===== src/rtl/mdu_iter_pkg.sv =====
// Shared definitions for the iterative multiply/divide unit: operation codes,
// FSM state encodings and the per-operation control flags latched at issue.
package mdu_iter_pkg;

  localparam int MD_OPER_W = 2;

  localparam logic [MD_OPER_W-1:0] EXE_MD_MULT = 2'd0;
  localparam logic [MD_OPER_W-1:0] EXE_MD_DIV  = 2'd1;

  typedef enum logic [1:0] {
    MD_IDLE = 2'd0,
    MD_CALC = 2'd1,
    MD_FIX  = 2'd2
  } md_state_e;

  // Flags captured when an operation is accepted; they steer the iteration
  // and the final sign correction.
  typedef struct packed {
    logic is_div;
    logic neg_q;     // product / quotient must be negated
    logic neg_r;     // remainder takes the dividend's sign
    logic div_zero;  // divisor was zero
  } md_ctrl_t;

endpackage


===== src/rtl/mdu_if.sv =====
// EXE-stage <-> multiply/divide unit interface: issue, abort, HI/LO moves
// and the status/result outputs.
interface mdu_if
  import mdu_iter_pkg::*;
#(
  parameter int WIDTH = 32
);
  logic                 start;
  logic [MD_OPER_W-1:0] oper;
  logic                 sign;
  logic [WIDTH-1:0]     a;
  logic [WIDTH-1:0]     b;
  logic                 flush;
  logic                 hi_we;
  logic                 lo_we;
  logic [WIDTH-1:0]     wdata;
  logic                 busy;
  logic                 done;
  logic [WIDTH-1:0]     hi;
  logic [WIDTH-1:0]     lo;

  modport master (
    output start, oper, sign, a, b, flush, hi_we, lo_we, wdata,
    input  busy, done, hi, lo
  );

  modport slave (
    input  start, oper, sign, a, b, flush, hi_we, lo_we, wdata,
    output busy, done, hi, lo
  );
endinterface


===== src/rtl/mdu_iter.sv =====
// Radix-2 iterative multiply/divide unit owning the HI/LO registers.
// One product or quotient bit per clock over a shared 2*WIDTH accumulator.
module mdu_iter
  import mdu_iter_pkg::*;
#(
  parameter int WIDTH = 32,
  parameter int CNT_W = 6
) (
  input logic clk,
  input logic rst_n,
  mdu_if.slave bus
);

  md_state_e              state, state_nxt;
  logic [CNT_W-1:0]       cnt;
  logic [2*WIDTH-1:0]     acc;
  logic [WIDTH-1:0]       opd;
  md_ctrl_t               ctrl;
  logic [WIDTH-1:0]       hi_r, lo_r;

  logic                   accept;
  logic                   last_iter;

  // Issue-time operand preparation
  logic                   a_neg, b_neg, is_div, div_zero;
  logic [WIDTH-1:0]       a_abs, b_abs;

  // Iteration datapath
  logic [WIDTH:0]         mul_sum;
  logic [2*WIDTH-1:0]     mul_next;
  logic [WIDTH:0]         rem_sh;
  logic                   rem_ge;
  logic [WIDTH-1:0]       rem_sub;
  logic [2*WIDTH-1:0]     div_next;

  // Sign-corrected results
  logic [2*WIDTH-1:0]     prod_fix;
  logic [WIDTH-1:0]       fix_hi, fix_lo;

  assign accept    = (state == MD_IDLE) && bus.start && !bus.flush;
  assign last_iter = (cnt == CNT_W'(1));

  assign a_neg    = bus.sign & bus.a[WIDTH-1];
  assign b_neg    = bus.sign & bus.b[WIDTH-1];
  assign a_abs    = a_neg ? -bus.a : bus.a;
  assign b_abs    = b_neg ? -bus.b : bus.b;
  assign is_div   = (bus.oper == EXE_MD_DIV);
  assign div_zero = is_div && (bus.b == '0);

  // Shift-add: conditionally add the multiplicand into the upper half,
  // then shift the whole product right with the carry moving into the MSB.
  assign mul_sum  = {1'b0, acc[2*WIDTH-1:WIDTH]} + {1'b0, opd};
  assign mul_next = acc[0] ? {mul_sum, acc[WIDTH-1:1]}
                           : {1'b0, acc[2*WIDTH-1:WIDTH], acc[WIDTH-1:1]};

  // Restoring division: upper half is the partial remainder, lower half holds
  // the remaining dividend bits and collects quotient bits from the right.
  // When the subtraction is taken the result is below the divisor, so the
  // WIDTH-bit difference is exact.
  assign rem_sh   = {acc[2*WIDTH-1:WIDTH], acc[WIDTH-1]};
  assign rem_ge   = (rem_sh >= {1'b0, opd});
  assign rem_sub  = rem_sh[WIDTH-1:0] - opd;
  assign div_next = {(rem_ge ? rem_sub : rem_sh[WIDTH-1:0]),
                     acc[WIDTH-2:0], rem_ge};

  assign prod_fix = ctrl.neg_q ? -acc : acc;

  // NOTE: every signal written in an always_comb gets a default first, so no
  // path leaves it unassigned and no latch is inferred.
  always_comb begin
    fix_hi = prod_fix[2*WIDTH-1:WIDTH];
    fix_lo = prod_fix[WIDTH-1:0];
    if (ctrl.is_div) begin
      // A zero divisor yields all-ones quotient and the raw dividend as
      // remainder straight out of the iteration; no sign correction.
      fix_hi = acc[2*WIDTH-1:WIDTH];
      fix_lo = acc[WIDTH-1:0];
      if (!ctrl.div_zero) begin
        if (ctrl.neg_r) fix_hi = -acc[2*WIDTH-1:WIDTH];
        if (ctrl.neg_q) fix_lo = -acc[WIDTH-1:0];
      end
    end
  end

  always_comb begin
    state_nxt = state;
    case (state)
      MD_IDLE: if (accept) state_nxt = MD_CALC;
      MD_CALC: begin
        if (bus.flush)      state_nxt = MD_IDLE;
        else if (last_iter) state_nxt = MD_FIX;
      end
      MD_FIX:  state_nxt = MD_IDLE;
      default: state_nxt = MD_IDLE;
    endcase
  end

  // NOTE: sequential state uses non-blocking assignments so every register
  // samples pre-edge values regardless of statement order.
  always_ff @(posedge clk or negedge rst_n) begin
    if (!rst_n) state <= MD_IDLE;
    else        state <= state_nxt;
  end

  always_ff @(posedge clk or negedge rst_n) begin
    if (!rst_n) begin
      cnt  <= '0;
      acc  <= '0;
      opd  <= '0;
      ctrl <= '0;
      hi_r <= '0;
      lo_r <= '0;
    end else begin
      case (state)
        MD_IDLE: begin
          if (accept) begin
            cnt           <= CNT_W'(WIDTH);
            ctrl.is_div   <= is_div;
            ctrl.neg_q    <= a_neg ^ b_neg;
            ctrl.neg_r    <= a_neg;
            ctrl.div_zero <= div_zero;
            if (is_div) begin
              acc <= {{WIDTH{1'b0}}, (div_zero ? bus.a : a_abs)};
              opd <= b_abs;
            end else begin
              acc <= {{WIDTH{1'b0}}, b_abs};
              opd <= a_abs;
            end
          end else begin
            if (bus.hi_we) hi_r <= bus.wdata;
            if (bus.lo_we) lo_r <= bus.wdata;
          end
        end
        MD_CALC: begin
          cnt <= cnt - CNT_W'(1);
          acc <= ctrl.is_div ? div_next : mul_next;
        end
        MD_FIX: begin
          if (!bus.flush) begin
            hi_r <= fix_hi;
            lo_r <= fix_lo;
          end
        end
        default: ;
      endcase
    end
  end

  // Results are forwarded combinationally in the done cycle and committed to
  // HI/LO on the following edge; a flush in FIX suppresses both.
  assign bus.busy = (state != MD_IDLE);
  assign bus.done = (state == MD_FIX) && !bus.flush;
  assign bus.hi   = bus.done ? fix_hi : hi_r;
  assign bus.lo   = bus.done ? fix_lo : lo_r;

endmodule

===== src/flat_wrapper.sv =====
// flat-port wrapper written by rule: the top's interface ports become plain ports
module mdu_iter_flat import mdu_iter_pkg::*;
#(
  parameter int WIDTH = 32,
  parameter int CNT_W = 6
)
  (clk, rst_n, bus_start, bus_oper, bus_sign, bus_a, bus_b, bus_flush, bus_hi_we, bus_lo_we, bus_wdata, bus_busy, bus_done, bus_hi, bus_lo);
  mdu_if #(.WIDTH(WIDTH)) bus_i ();
  input logic clk;
  input logic rst_n;
  input wire logic [$bits(bus_i.start)-1:0] bus_start;
  input wire logic [$bits(bus_i.oper)-1:0] bus_oper;
  input wire logic [$bits(bus_i.sign)-1:0] bus_sign;
  input wire logic [$bits(bus_i.a)-1:0] bus_a;
  input wire logic [$bits(bus_i.b)-1:0] bus_b;
  input wire logic [$bits(bus_i.flush)-1:0] bus_flush;
  input wire logic [$bits(bus_i.hi_we)-1:0] bus_hi_we;
  input wire logic [$bits(bus_i.lo_we)-1:0] bus_lo_we;
  input wire logic [$bits(bus_i.wdata)-1:0] bus_wdata;
  output wire logic [$bits(bus_i.busy)-1:0] bus_busy;
  output wire logic [$bits(bus_i.done)-1:0] bus_done;
  output wire logic [$bits(bus_i.hi)-1:0] bus_hi;
  output wire logic [$bits(bus_i.lo)-1:0] bus_lo;
  assign bus_i.start = bus_start;
  assign bus_i.oper = bus_oper;
  assign bus_i.sign = bus_sign;
  assign bus_i.a = bus_a;
  assign bus_i.b = bus_b;
  assign bus_i.flush = bus_flush;
  assign bus_i.hi_we = bus_hi_we;
  assign bus_i.lo_we = bus_lo_we;
  assign bus_i.wdata = bus_wdata;
  assign bus_busy = bus_i.busy;
  assign bus_done = bus_i.done;
  assign bus_hi = bus_i.hi;
  assign bus_lo = bus_i.lo;
  mdu_iter #(.WIDTH(WIDTH), .CNT_W(CNT_W)) u_core (.clk(clk), .rst_n(rst_n), .bus(bus_i));
endmodule

===== config.mk =====
export PLATFORM = sky130hd
export DESIGN_NAME = mdu_iter_flat
export DESIGN_NICKNAME = d
export VERILOG_FILES = /design/src/rtl/mdu_iter_pkg.sv /design/src/rtl/mdu_if.sv /design/src/rtl/mdu_iter.sv /design/src/flat_wrapper.sv
export SDC_FILE = /design/constraint.sdc
export NUM_CORES = 1
export LEC_CHECK = 0
export ABC_AREA = 1
export BUFFER_PORTS_ARGS = -buffer_cell sky130_fd_sc_hd__buf_2
export CAP_MARGIN = 25
export CORE_ASPECT_RATIO = 2
export CORE_MARGIN = 2
export CORE_UTILIZATION = 31
export DETAILED_ROUTE_END_ITERATION = 8
export PLACE_DENSITY = 0.56
export SYNTH_ARGS = -nofsm -noshare
export SYNTH_HDL_FRONTEND = slang
export SYNTH_SLANG_ARGS = --single-unit

===== constraint.sdc =====
create_clock -name clk -period 2.75 [get_ports clk]
set_input_delay 0.275 -clock clk [delete_from_list [all_inputs] [get_ports clk]]
set_output_delay 0.275 -clock clk [all_outputs]
set_load 0.01 [all_outputs]

==> impl.org, run 1 <==
** Job
- Max-cap violation count :: 0

** STA
- Highest achievable clock rate :: 343 MHz
- Minimum clock period after layout :: around 2.9 ns
- Slew at the pin closest to its max-slew limit :: 0.998 ns
- The worst pin sits at a relative slew slack of 33.4%.
- Number of failing setup endpoints in the final timing report :: 21
- Of the available clock period, the critical path in the final layout requires 106%.
- The clock arrives with 0.0181 ns of skew.
- Setup repair after global routing could not meet its margin everywhere.
- Post-route worst setup slack :: -0.165 ns
- The final count of hold timing violations came to 0.
- Count of pins over their slew limit :: 0

** Yosys
- For this run, asynchronously set or reset flops after synthesis account for 100%.
- Syn Std Cell Area :: 18,600 um2
- Top post-synthesis cells by area :: sky130_fd_sc_hd__dfrtp_1 (23%), sky130_fd_sc_hd__nand2_1 (21%), sky130_fd_sc_hd__inv_1 (7.4%)
- Count leader, synth :: sky130_fd_sc_hd__nand2_1
- Counting distinct cell types in the post-synthesis netlist gives 52.
- Synthesis handed over a netlist of about 3,200 instances.
- Mapped Avg Cell Area :: between 5 and 6 um2
- After synthesis, flip-flops and latches occupy 23.1% of the total area.
- Syn_nets :: 3,359
- The Yosys step of the flow raised 0 warnings.
- Number of flip-flops and latches in the synthesized netlist :: between 150 and 200
- The most used flip-flop cell after synthesis is sky130_fd_sc_hd__dfrtp_1.
- Summed over its instances, the top area cell type makes up 23.1% of the synthesized netlist area.
- In this run, synthesis inferred 0 flip-flops with an integrated enable.
- The synthesized design spends more area on one cell type than any other, namely sky130_fd_sc_hd__dfrtp_1.
- Counting instances in the post-synthesis netlist gives the leading cell types as sky130_fd_sc_hd__nand2_1 (1,063), sky130_fd_sc_hd__inv_1 (368), sky130_fd_sc_hd__nor2_1 (323).

** Cells and area
- Area growth syn-to-layout :: 33.0%
- Layout Cell Area excl Fill :: 24,800 um2
- Final instance count without filler cells :: 4,410
- The net count of the finished layout is 3,798.
- Area of all sequential standard cells :: 4350 um2
- The post-route netlist has 25.2% of its cells at a drive strength greater than 1.
- Total of fill cells in the finished design :: 6,695
- The multi-input combinational cells in the finished layout cover a total of 13,500 um2.

** Clocking
- Clock transition at the registers of the reported paths :: 0.07 ns
- The clock drives 172 sinks.
- Skew-Pair Late Insertion Delay :: 0.51 ns
- CTS tree :: done
- TritonCTS buffer count :: 17
- No sink is reached through more buffers than the 2 on the longest clock path.
- Root buffer cell :: sky130_fd_sc_hd__clkbuf_16
- Number of H-tree levels :: 4

** Placement
- Placed Instances :: 4,293
- Global placement routability congestion :: between 1 and 1.5
- Summed over all nets, the half-perimeter wirelength after detailed placement is 85,600 um.
- The placed instances occupy a cell area of 22,300 um2.
- Before CTS, the worst setup slack after placement is 0.0297 ns.
- Buffers placed on the I/O ports in this run total 170.

** Route
- In the final routed layout, each cell accounts on average for 23.6 um.
- The first detailed-routing pass took 6 iterations.
- WL final :: between 100,000 and 150,000 um
- Summing over every cut layer, the via total after detailed routing is 23,325.
- In this run, the number of DRC markers left after iteration 0 of detailed routing was 1,745.
- After detailed routing, the number of remaining DRC violations is 0.
- Count of nets left with antenna violations after detail routing :: 0
- Using the TritonRoute via totals, the vias-per-cell ratio works out to 5.29.

** Floorplanning
- Core area :: 59,700 um2
- Die Area :: 62,200 um2
- Initial Utilization :: 31.2%
- The floorplan has 127 rows.
- In this run the vertical extent of the chip is 351 um.
- 171 I/O pins were placed.
- Horizontal die dimension :: 177 um

** Power and ir drop
- For this design the ratio of total power to cell area is 1150 nW/um2.
- For this design the static power due to leakage is 12.5 nW.
- Power Total :: 0.0285 W
- Across the VDD grid, the largest voltage drop is 0.000580 V.

** Global route
- Initial antenna violation count :: 0
- The first global-routing pass estimated 148,000 um of wire.
- The number of global-route vias before repair came to approximately 23,000.
- Summed over all layers, the global routing overflow is 0.
- GRT Resource Usage Total :: about a third
- Entering global routing, the biggest net connects 94 pins.

** Worst hold path
- Kind of path behind the tightest hold check :: input pin to flip-flop

** Critical path
- For the worst setup path, the data required time is about 2.5 ns.
- STA classifies the critical path endpoint as an output pin.
- Data arrival time of the critical path :: 2.64 ns
- Crit Path Class :: flip-flop to output pin
- Crit path max fanout :: 4
- Nature of the critical path startpoint :: flip-flop

** Status
- The final reports fail on setup timing.
- Outcome :: finished, violations left
==> final timing paths <==
kind | slack (ns) | cells past startpoint | to | startpoint
setup / recovery | -0.17 | 14 | bus_hi[16] | u_core.acc[23]
hold / removal | 0.04 | 2 | u_core.state[0] | bus_flush
setup reg to reg | 0.04 | 20 | u_core.hi_r[22] | u_core.acc[1]
hold reg to reg | 0.48 | 2 | u_core.lo_r[26] | u_core.lo_r[26]
max in group asynchronous | 1.70 | 3 | u_core.acc[28] | rst_n
min in group asynchronous | 0.33 | 2 | u_core.opd[7] | rst_n
==> per-layer routing <==
layer	routed length, um	global-route usage (%)	vias to the layer above
li1	-	-	11085
met1	33900	32.3	10863
met2	51000	58.2	970
met3	5590	4.76	407
met4	13600	34.5	0
met5	0	0	-
==> sequential cells by signal, summed over array words and instances (netlist names) <==
name,flops
u_core.hi_r,32
u_core.lo_r,32
u_core.acc,64
u_core.ctrl,4
u_core.state,2
u_core.cnt,6
u_core.opd,32
==> kinds of logic after synthesis <==
family                     count (synthesis)  share of synthesized area, %
and+or+nand+nor                         1758                          39.3
AOI/OAI and AO/OA                        566                          16.7
buffers and inverters                    499                          10.5
DFF                                      172                          23.1
xor gates and xnor gates                 113                          5.31
adders and majority gates                 72                          4.91
muxes                                      2                         0.107
==> what timing repair did <==
| item | CTS | global route |
|---|---|---|
| setup endpoints to repair | 38 | 81 |
| setup buffers | 41 | 41 |
| hold buffers | 1 | 0 |
| cloned | 1 | 0 |
| resized for setup | 182 | 183 |
| pin swaps | 28 | 65 |
| endpoints found under the hold margin | 57 | 0 |
==> area by class of cell <==
cell class                      instances  share of cell area (%)
Timing Repair Buffer                  536                    15.8
Clock inverter                         15                   0.772
Clock buffer                           17                    1.72
Sequential cell                       172                    17.6
Inverter                              383                    5.90
Tap cell                              774                    3.91
Antenna cell                            2                  0.0202
Multi-Input combinational cell       2511                    54.4
==> power by group <==
group	switching, W	leakage [nW]	internal [W]
Clock	0.00136	0.298	0.00131
Sequential	0.00114	2.04	0.00345
Combinational	0.0133	10.1	0.00800
Total	0.0158	12.5	0.0128
==> cell usage in the layout, fill, tap and decap left out, types with 43 or more instances in the layout <==
master	n
sky130_fd_sc_hd__dfrtp_1	136
sky130_fd_sc_hd__nand2_1	992
sky130_fd_sc_hd__buf_4	336
sky130_fd_sc_hd__xor2_1	78
sky130_fd_sc_hd__o21ai_0	169
sky130_fd_sc_hd__nor2_2	46
sky130_fd_sc_hd__nor2_1	260
sky130_fd_sc_hd__inv_1	350
sky130_fd_sc_hd__buf_2	161
sky130_fd_sc_hd__ha_1	62
sky130_fd_sc_hd__nor2_4	43
sky130_fd_sc_hd__nand3_1	185
sky130_fd_sc_hd__a21oi_1	247
sky130_fd_sc_hd__nand2_2	73
==> metrics by stage <==
stage | hold WS (ns) | utilization [%] | setup TNS, ns
after floorplan | -0.0206 | - | 0
after global routing | 0.0581 | 41.5 | -5.04
after detailed placement | 0.340 | 37.3 | 0
after CTS | 0.0181 | 39.9 | -1.24
final | 0.0354 | 41.5 | -1.18
after global placement | 0.334 | 37.3 | 0
==> critical path, stage by stage, from the launching register on <==
cell	delay [ns]
sky130_fd_sc_hd__dfrtp_1	0.44
sky130_fd_sc_hd__nor2_1	0.18
sky130_fd_sc_hd__nand3_2	0.18
sky130_fd_sc_hd__nor2_2	0.26
sky130_fd_sc_hd__nand2_1	0.12
sky130_fd_sc_hd__nor2_2	0.11
sky130_fd_sc_hd__nand3_1	0.09
sky130_fd_sc_hd__nand2_1	0.07
sky130_fd_sc_hd__nand2_1	0.05
sky130_fd_sc_hd__nand2_1	0.06
sky130_fd_sc_hd__nand2_1	0.06
sky130_fd_sc_hd__nand2_2	0.09
sky130_fd_sc_hd__nand2_1	0.07
sky130_fd_sc_hd__nand2_2	0.22
sky130_fd_sc_hd__buf_6	0.14
No activity file was read; power rests on OpenSTA's default activity.
==> run 2, diff against run 1 <==
- CELL_PAD_IN_SITES_DETAIL_PLACEMENT: not set -> 0
- CELL_PAD_IN_SITES_GLOBAL_PLACEMENT: not set -> 1
- PLACE_DENSITY: 0.56 -> 0.72
==> impl.org, run 2 (synthesis gave the netlist of run 1 again) <==
** Critical path
- STA classifies the critical path startpoint as a flip-flop.
- Counting cells, the worst reg-to-reg path comes to 15.
- Reg-to-reg critical path startpoint :: u_core.acc[34]
- CP startpoint :: u_core.acc[4]
- STA classifies the critical path endpoint as an output pin.
- The critical path in this run is classified as flip-flop to output pin.
- The most critical setup path has its endpoint at bus_hi[3].
- In this run the register-to-register setup slack is roughly 0.15 ns.
- Critical path required time :: 2.48 ns
- The worst register-to-register path ends at u_core.acc[48].
- For the worst setup path, the data arrival time is 2.58 ns.
- In this run the worst path has a maximum fanout of 4.

** Cells and area
- Commonest non-fill, non-tap cell in the layout :: sky130_fd_sc_hd__nand2_1
- Excluding fillers, the count of instances in the completed layout stands at 4,275.
- The layout has 6,768 filler cells.
- Antenna cell count :: 0
- Most frequent cells in the layout :: sky130_fd_sc_hd__nand2_1 (1,015), sky130_fd_sc_hd__inv_1 (345), sky130_fd_sc_hd__nor2_1 (262)
- Of the cells placed in the final design, the portion with a size suffix greater than 1 is 21.2%.
- The register with the most flip-flops in the layout has 64 of them.
- Net total in the final layout :: 3,665
- u_core.acc holds more flip-flops than any other register.
- Compared with the post-synthesis result, the final layout area differs by 25.6%.

** Clocking
- Buffers inserted during clock tree synthesis total 17.
- Clock transition at the registers of the reported paths :: 0.08 ns
- Skew-Pair Late Insertion Delay :: 0.48 ns
- CTS tree :: done
- Clock sink total :: 172
- Number of H-tree levels :: 4
- Buffers from clock root to sink, at most :: 2
- Root buffer cell :: sky130_fd_sc_hd__clkbuf_16

** Floorplanning
- The die covers 62,200 um2.
- For this configuration, the core starts out at a cell density of 31.2%.
- Core area :: about 60,000 um2
- roughly 170 I/O pins were placed.
- The floorplan step set the die width to between 150 and 200 um.
- Row generation in the floorplan step produced 127 rows.
- Die Y :: 351 um

** Placement
- Detailed placement ended at an HPWL of 78,600 um.
- Prior to clock tree synthesis, the placed netlist has a worst setup slack of 0.00607 ns.
- During placement, the flow inserted port buffers numbering 170.
- At the end of routability-driven placement, the weighted congestion stood at 0.980.
- Including well taps, the total number of placed cells is 4,183.

** Status
- The checks that failed: setup timing.
- Outcome :: finished, violations left

** Power and ir drop
- In this run the static leakage power is around 12 nW.
- For this design the ratio of total power to cell area is 1110 nW/um2.
- Across the VDD grid, the largest voltage drop is 0.000614 V.

** STA
- Post-route worst setup slack :: -0.101 ns
- Setup repair after global routing missed its margin :: true
- Setup violations remaining at the end of the flow were counted as 16.
- After routing, the total negative slack on setup checks comes to -0.601 ns.
- Highest achievable clock rate :: 351 MHz
- For the final database, setup skew stands at 0.0142 ns.
- In this run the tightest slew margin relative to its limit is 31.7%.
- Minimum clock period after layout :: 2.85 ns
- Count of pins over their slew limit :: 0
- For the pin with the worst max-slew slack, the measured transition is 1.02 ns.
- In the finished design, the share of the clock period the worst path needs comes to 104%.
- Count of endpoints failing hold in the final timing report :: 0

** Route
- Via/cell ratio :: 5.30
- After detailed routing, the number of remaining DRC violations is 0.
- After the first detailed-routing iteration, the DRC count stood at between 1,500 and 2,000.
- The final route contains ~23,000 vias.
- WL final :: 95,400 um
- Routed WL per cell :: 22.3 um
- Once detail routing completed, the nets flagged for antenna violations numbered 0.
- The first detailed-routing pass took 5 iterations.

** Worst hold path
- The tightest min-delay check is of the input pin to flip-flop type.

** Global route
- Global routing used 30.2% of the available tracks across all layers.
- Vias in the first global route :: 22,087
- Maximum number of pins on one net before global-route repair :: 97
- Initial antenna violation count :: 0
- The first global-routing pass estimated 138,000 um of wire.
- For this run the aggregate overflow at the end of global routing stands at 0.

** Job
- Max-cap violations in this run came to 0.
==> run 2: cell types whose count changed in the layout (fill, tap and decap cells not counted), moves of 8 or more <==
cell / delta
sky130_fd_sc_hd__buf_6: -10
sky130_fd_sc_hd__nand2_1: +23
sky130_fd_sc_hd__o21ai_2: -8
sky130_fd_sc_hd__nand2_2: -16
sky130_fd_sc_hd__buf_4: -128
sky130_fd_sc_hd__buf_2: +8
sky130_fd_sc_hd__nand3_1: +9
==> run 2: area by class of cell <==
type	count	area, um2	share of cell area (%)
Clock buffer	20	457	1.95
Tap cell	774	968	4.14
Sequential cell	172	4360	18.6
Clock inverter	12	105	0.449
Inverter	383	1450	6.20
Timing Repair Buffer	403	2810	12.0
Multi-Input combinational cell	2511	13200	56.6
==> run 2: critical path, stage by stage (launching register included) <==
cell and delay, ns:
sky130_fd_sc_hd__dfrtp_2 0.47, sky130_fd_sc_hd__nor2_4 0.15, sky130_fd_sc_hd__nand2_2 0.07, sky130_fd_sc_hd__nor2_4 0.16, sky130_fd_sc_hd__nand3b_1 0.22, sky130_fd_sc_hd__o21ai_4 0.33
sky130_fd_sc_hd__nand2_1 0.11, sky130_fd_sc_hd__nand2_2 0.09, sky130_fd_sc_hd__xor2_2 0.19, sky130_fd_sc_hd__nand2_1 0.08, sky130_fd_sc_hd__nand2_1 0.10, sky130_fd_sc_hd__buf_2 0.13
==> run 2: what timing repair did <==
item	CTS	global route
resized for setup	169	132
endpoints found under the hold margin	57	0
hold buffers	1	0
setup endpoints to repair	42	77
buffers inserted	37	22
pin swaps	39	55
==> run 2: metal layers <==
metal  wire, um  global-route usage, %
met1      31800                   29.5
met2      48400                   54.4
met3       4200                   3.18
met4      11100                   29.4
met5          0                      0
==> run 2: report_power, final <==
group          total [W]  internal, W  switching, W
Sequential       0.00460      0.00346       0.00114
Combinational     0.0190      0.00674        0.0123
Clock            0.00250      0.00123       0.00127
==> run 2: worst min-delay path by stage <==
stage | start | slack [ns] | depth (start not counted) | endpoint
floorplan | rst_n | -0.02 | 0 | u_core.acc[0]
global placement | rst_n | 0.34 | 1 | u_core.lo_r[8]
detailed placement | rst_n | 0.34 | 1 | u_core.lo_r[8]
CTS | bus_flush | 0.07 | 2 | u_core.state[0]
global route | bus_flush | 0.08 | 2 | u_core.state[0]
finish | bus_a[2] | 0.09 | 3 | u_core.acc[2]
==> run 2: metrics by stage <==
step	power, W	utilization, %	instance area (um2)	hold WS (ns)
2_1_floorplan	0.0143	-	18600	-0.0206
3_3_place_gp	0.0215	35.9	21400	0.340
3_5_place_dp	0.0215	35.9	21400	0.342
4_1_cts	0.0250	38.1	22800	0.0686
5_1_grt	0.0278	39.2	23400	0.0818
6_report	0.0261	39.2	23400	0.0891
